<file path="src/rtl/popcount_xs3_seq.sv">
// popcount_xs3_seq: counts set bits of a WIDTH-bit word BPC bits per clock,
// result as BCD-derived excess-3 digits plus binary count.
// Optional segment outputs (HEX) when POPCOUNT_XS3_SEG_OUT_EN is defined.
module popcount_xs3_seq #(
    parameter int WIDTH = 16,
    parameter int BPC   = 1,
    parameter int NDIG  = 2
) (
    input  logic                         CLOCK_50,
    input  logic                         reset,
    input  logic                         start,
    input  logic [WIDTH-1:0]             din,
    output logic                         busy,
    output logic                         done,
    output logic [4*NDIG-1:0]            xs3,
    output logic [$clog2(WIDTH+1)-1:0]   count
`ifdef POPCOUNT_XS3_SEG_OUT_EN
    ,
    output logic [7*NDIG-1:0]            HEX
`endif
);

    function automatic longint pow10(input int n);
        longint r;
        r = 1;
        for (int i = 0; i < n; i++) r = r * 10;
        return r;
    endfunction

    localparam int CW = $clog2(WIDTH+1);
    localparam int PW = $clog2(BPC+1);
    localparam int N  = (BPC > 0) ? WIDTH / BPC : 1;
    localparam int SW = (N > 1) ? $clog2(N) : 1;
    localparam int DW = 4 * NDIG;

    generate
        if (BPC < 1 || BPC > WIDTH || (WIDTH % BPC) != 0 ||
            NDIG < 1 || pow10(NDIG) <= longint'(WIDTH)) begin : g_bad_cfg
            $error("popcount_xs3_seq: illegal WIDTH/BPC/NDIG combination");
        end
    endgenerate

    typedef enum logic [1:0] {
        IDLE   = 2'd0,
        SCAN   = 2'd1,
        FINISH = 2'd2
    } state_t;

    // Binary value (at most BPC) to packed BCD digits, double-dabble style.
    function automatic logic [DW-1:0] bin2bcd(input logic [PW-1:0] b);
        logic [DW-1:0] r;
        r = '0;
        for (int i = PW - 1; i >= 0; i--) begin
            for (int d = 0; d < NDIG; d++) begin
                if (r[4*d +: 4] >= 4'd5) r[4*d +: 4] = r[4*d +: 4] + 4'd3;
            end
            r = {r[DW-2:0], b[i]};
        end
        return r;
    endfunction

    // Decimal add: per-digit binary add, +6 correction, carry to next digit.
    function automatic logic [DW-1:0] bcd_add(input logic [DW-1:0] a,
                                              input logic [DW-1:0] b);
        logic [DW-1:0] r;
        logic          c;
        logic [4:0]    s;
        r = '0;
        c = 1'b0;
        for (int d = 0; d < NDIG; d++) begin
            s = {1'b0, a[4*d +: 4]} + {1'b0, b[4*d +: 4]} + {4'b0000, c};
            if (s > 5'd9) begin
                s = s + 5'd6;
                c = 1'b1;
            end else begin
                c = 1'b0;
            end
            r[4*d +: 4] = s[3:0];
        end
        return r;
    endfunction

`ifdef POPCOUNT_XS3_SEG_OUT_EN
    // BCD digit to active-low {g..a}; codes above 9 blank the digit.
    function automatic logic [6:0] seg7(input logic [3:0] v);
        logic [6:0] s;
        case (v)
            4'd0:    s = ~7'h3F;
            4'd1:    s = ~7'h06;
            4'd2:    s = ~7'h5B;
            4'd3:    s = ~7'h4F;
            4'd4:    s = ~7'h66;
            4'd5:    s = ~7'h6D;
            4'd6:    s = ~7'h7D;
            4'd7:    s = ~7'h07;
            4'd8:    s = ~7'h7F;
            4'd9:    s = ~7'h67;
            default: s = 7'h7F;
        endcase
        return s;
    endfunction

    logic [7*NDIG-1:0] hex_q, hex_d;
`endif

    state_t          state_q, state_d;
    logic [WIDTH-1:0] sr_q, sr_d;
    logic [DW-1:0]   bcd_q, bcd_d;
    logic [CW-1:0]   bin_q, bin_d;
    logic [SW-1:0]   step_q, step_d;
    logic [CW-1:0]   count_q, count_d;
    logic [DW-1:0]   xs3_q, xs3_d;
    logic            done_q, done_d;
    logic [PW-1:0]   pc;

    // Popcount of the bits examined this SCAN cycle.
    always_comb begin
        pc = '0;
        for (int i = 0; i < BPC; i++) pc = pc + PW'(sr_q[i]);
    end

    // Next-state and datapath updates; results only change in FINISH.
    always_comb begin
        state_d = state_q;
        sr_d    = sr_q;
        bcd_d   = bcd_q;
        bin_d   = bin_q;
        step_d  = step_q;
        count_d = count_q;
        xs3_d   = xs3_q;
        done_d  = 1'b0;
`ifdef POPCOUNT_XS3_SEG_OUT_EN
        hex_d   = hex_q;
`endif
        case (state_q)
            IDLE: begin
                if (start) begin
                    sr_d    = din;
                    bcd_d   = '0;
                    bin_d   = '0;
                    step_d  = '0;
                    state_d = SCAN;
                end
            end
            SCAN: begin
                bcd_d  = bcd_add(bcd_q, bin2bcd(pc));
                bin_d  = bin_q + CW'(pc);
                sr_d   = sr_q >> BPC;
                step_d = step_q + 1'b1;
                if (step_q == SW'(N - 1)) state_d = FINISH;
            end
            FINISH: begin
                count_d = bin_q;
                for (int d = 0; d < NDIG; d++) begin
                    xs3_d[4*d +: 4] = bcd_q[4*d +: 4] + 4'd3;
`ifdef POPCOUNT_XS3_SEG_OUT_EN
                    hex_d[7*d +: 7] = seg7(bcd_q[4*d +: 4]);
`endif
                end
                done_d  = 1'b1;
                state_d = IDLE;
            end
            default: state_d = IDLE;
        endcase
    end

    // State and result registers with synchronous reset.
    always_ff @(posedge CLOCK_50) begin
        if (reset) begin
            state_q <= IDLE;
            sr_q    <= '0;
            bcd_q   <= '0;
            bin_q   <= '0;
            step_q  <= '0;
            count_q <= '0;
            xs3_q   <= {NDIG{4'h3}};
            done_q  <= 1'b0;
`ifdef POPCOUNT_XS3_SEG_OUT_EN
            hex_q   <= {NDIG{~7'h3F}};
`endif
        end else begin
            state_q <= state_d;
            sr_q    <= sr_d;
            bcd_q   <= bcd_d;
            bin_q   <= bin_d;
            step_q  <= step_d;
            count_q <= count_d;
            xs3_q   <= xs3_d;
            done_q  <= done_d;
`ifdef POPCOUNT_XS3_SEG_OUT_EN
            hex_q   <= hex_d;
`endif
        end
    end

    assign busy  = (state_q == SCAN);
    assign done  = done_q;
    assign xs3   = xs3_q;
    assign count = count_q;
`ifdef POPCOUNT_XS3_SEG_OUT_EN
    assign HEX   = hex_q;
`endif

endmodule

</file>
<file path="config.mk">
export PLATFORM = sky130hd
export DESIGN_NAME = popcount_xs3_seq
export DESIGN_NICKNAME = d
export VERILOG_FILES = /design/src/rtl/popcount_xs3_seq.sv
export SDC_FILE = /design/constraint.sdc
export NUM_CORES = 1
export LEC_CHECK = 0
export CORE_MARGIN = 2
export CORE_UTILIZATION = 59
export DETAILED_ROUTE_END_ITERATION = 6
export GPL_ROUTABILITY_DRIVEN = 0
export MAX_ROUTING_LAYER = met4
export PLACE_DENSITY_LB_ADDON = 0.2
export SLEW_MARGIN = 10
export SYNTH_ARGS = -nofsm -noshare
export SYNTH_HDL_FRONTEND = slang
export SYNTH_SLANG_ARGS = --single-unit
</file>
<file path="constraint.sdc">
create_clock -name CLOCK_50 -period 8.9 [get_ports CLOCK_50]
set_input_delay 1.78 -clock CLOCK_50 [delete_from_list [all_inputs] [get_ports CLOCK_50]]
set_output_delay 1.78 -clock CLOCK_50 [all_outputs]
set_load 0.03 [all_outputs]
</file>
==> metrics.md <==
| Metric | Value |
|---|---|
| Status | complete, no violations |
| Final setup TNS | 0 ps |
| Final Skew | 6.57 ps |
| R2r worst-path depth | 14 |
| #FFs+latches synth | 49 |
| Worst-skew pair later-pin latency | 300 ps |
| Worst-path fanout max | 34 |
| Detailed Place HPWL | about 3400 um |
| Hold wc startpoint | count[3] |
| WL final | 5110 um |
| Share of layout cells above drive strength 1 | 7.16% |
| Mapped Nets | 349 |
| Resized cells post-CTS | 0 |
| Total number of vias | 2174 |
| Post-CTS Setup Inserts | 0 |
| Syn. warnings | 0 |
| Gr ovfl total | 0 |
| Antenna cell count | 0 |
| VDD IR-drop max | 131 uV |
| Crit path launch type | flop |
| Max-slew violations | 0 |
| Die ar. | ~4900 um^2 |
| Crit path kind | flop to output pin |
| Top cell type by total area after synthesis | dfxtp_1 |
| Max Cap Viol | 0 |
| Largest net degree at the start of global routing | 48 |
| CP required | 7120 ps |
| Crit path time final | 4810 ps |
| Per-cell routed wire length | 13.2 um |
| CTS clk-pin slew, worst paths | around 90 ps |
| P_leak | between 1 and 1.5 nW |
| Antenna violations before repair | 0 |
| Total CTS buffers | 5 |
| Hold depth | 2 |
| Seq/Total Area, Yosys | a little under two fifths |
| Final setup violation count | 0 |
| Worst R2R Start | sr_q[0] |
| PwrDens | 147 nW/um^2 |
| Detail Route Antenna Nets | 0 |
| Core region area | approximately 4300 um^2 |
| RSZ-0062 raised after global routing | no |
| Vias/cell | 5.62 |
| Initial core utilization | 60.3% |
| DRC Markers | 0 |
| Overall Power | 0.430 mW |
| Asr flop ratio synth | 0% |
| Worst-Margin Slew | around 1000 ps |
| H-tree depth | 2 |
| Io pins | 34 |
| Netlist cell types | 49 |
| Row count | 24 |
| Count leader, synth | nor2_1 |
| Worst r2r dst | bcd_q[5] |
| Post-Syn Area | roughly 2600 um^2 |
| Nature of the critical path endpoint | output pin |
| Vias in the first global route | around 2000 |
| First-pass GRT wire length | 8630 um |
| DRT iter0 DRCs | roughly 230 |
| Post-synth EDFFs | 0 |
| Hold Buf Count CTS | 0 |
| Mapped Cells | 319 |
| Port Buf Inserts | 33 |
| Die Width | 70.3 um |
| Clock Tree Buf Depth | 2 |
| Main synth FF type | dfxtp_1 |
| Clock sink count | 49 |
| Hold WC Path Type | flop to flop |
| R2R setup slack | 5520 ps |
| Final Hold Vio Count | 0 |
| Hold EP | count[3] |
| Fmax | roughly 210 MHz |
| CTS tree | done |
| Nets | 365 |
| Pre-antenna DRT Iters | 4 |
| Final period util | 54.1% |
| Area grow syn2layout | 13.3% |
| Largest cells by area after synthesis | dfxtp_1, nor2_1, a21oi_1 |
| Synth top area share | 37.9% |
| Worst path arrival time | 3030 ps |
| Relative slew slack | 33.6% |
| Die Y-Extent | 70.3 um |
| # fillers | between 300 and 400 |
| Post-synth top cells | nor2_1, dfxtp_1, a21oi_1 |
| Clock root cell | clkbuf_8 |
| Syn_area_per_cell | 8.12 um^2 |
| GRT Overall Usage | 21.6% |
-- layer usage --
layer | share of wire, % | GRT usage [%] | wire [um] | vias to the layer above
met2 | 44 | 32.7 | 2220 | 44
met3 | 4.5 | 5.34 | 231 | 5
met5 | 0 | - | 0 | -
met1 | 51 | 29.2 | 2610 | 991
li1 | - | - | - | 1134
met4 | 0.82 | 5.34 | 42 | 0
-- stage by stage --
step / hold WS [ps] / utilization, % / worst slack (ps) / instances / instance area [um^2]
2_1_floorplan: 441 / - / 5870 / 319 / 2590
3_3_place_gp: 443 / 65.9 / 4460 / 380 / 2830
3_5_place_dp: 451 / 65.9 / 4450 / 380 / 2830
4_1_cts: 467 / 68.3 / 4100 / 387 / 2930
5_1_grt: 484 / 68.3 / 3840 / 387 / 2930
6_report: 464 / 68.3 / 4090 / 387 / 2930
-- cell usage in the layout (no fill, tap or decap), types with 2 or more instances in the layout --
cell             count
a211oi_1             4
clkinv_2             2
nand2b_1             4
a21oi_1             38
o21ai_0              8
xor2_1               4
nand2_1             17
dfxtp_1             49
nor2b_1              8
or2_2                2
o221a_2              6
inv_1               16
ha_1                11
a22o_1               3
clkdlybuf4s50_1     33
nand3_1              8
nor2_1              59
nor3_1               7
o22ai_1              2
xnor2_1              6
nand4_1              5
clkbuf_8             5
a211o_1              4
o21a_1               2
a2111oi_0            6
a22oi_1              5
-- logic make-up (layout without fill, tap and decap cells) --
group,count (synthesis),in the layout,share of synthesized area (%)
multiplexers,1,1,0.386
AO/OA/AOI/OAI,88,88,22.9
XOR/XNOR,10,10,3.38
flip-flops,49,49,37.9
adder cells (fa/ha/maj),11,11,5.31
buffers and inverters,42,58,8.79
AND/OR/NAND/NOR,118,118,21.4
-- report_power, final --
group          internal, mW  total, mW  switching [mW]
clock network        0.0817      0.153          0.0716
logic                0.0201     0.0433          0.0232
registers             0.227      0.234         0.00688
total                 0.329      0.430           0.102
-- critical path, cell delays in order (launching register included) --
cell	delay, ps
dfxtp_1	950
nand2b_1	650
clkinv_2	430
clkdlybuf4s50_1	700
-- worst max-delay path by stage --
| stage | start | endpoint | depth (start not counted) |
|---|---|---|---|
| after floorplan | bcd_q[0] | bcd_q[5] | 15 |
| after global placement | state_q[1] | busy | 3 |
| after detailed placement | state_q[1] | busy | 3 |
| after CTS | state_q[1] | busy | 3 |
| after global routing | state_q[1] | busy | 3 |
| final | state_q[1] | busy | 3 |
-- final cells by class --
class	instances	area [um^2]	share of cell area, %
sequential	49	981	33.4
inverter	17	65.1	2.22
clock buffer	5	68.8	2.35
timing repair buffer	34	338	11.5
clock inverter	2	35.0	1.19
tap	52	65.1	2.22
multi-input combinational	228	1380	47.1
-- registers in the layout, indices dropped and copies added (netlist names) --
register / cells
done: 1
state_q: 2
xs3: 8
bin_q: 5
step_q: 4
bcd_q: 8
count: 5
sr_q: 16
(Power assumes the default switching activity.)
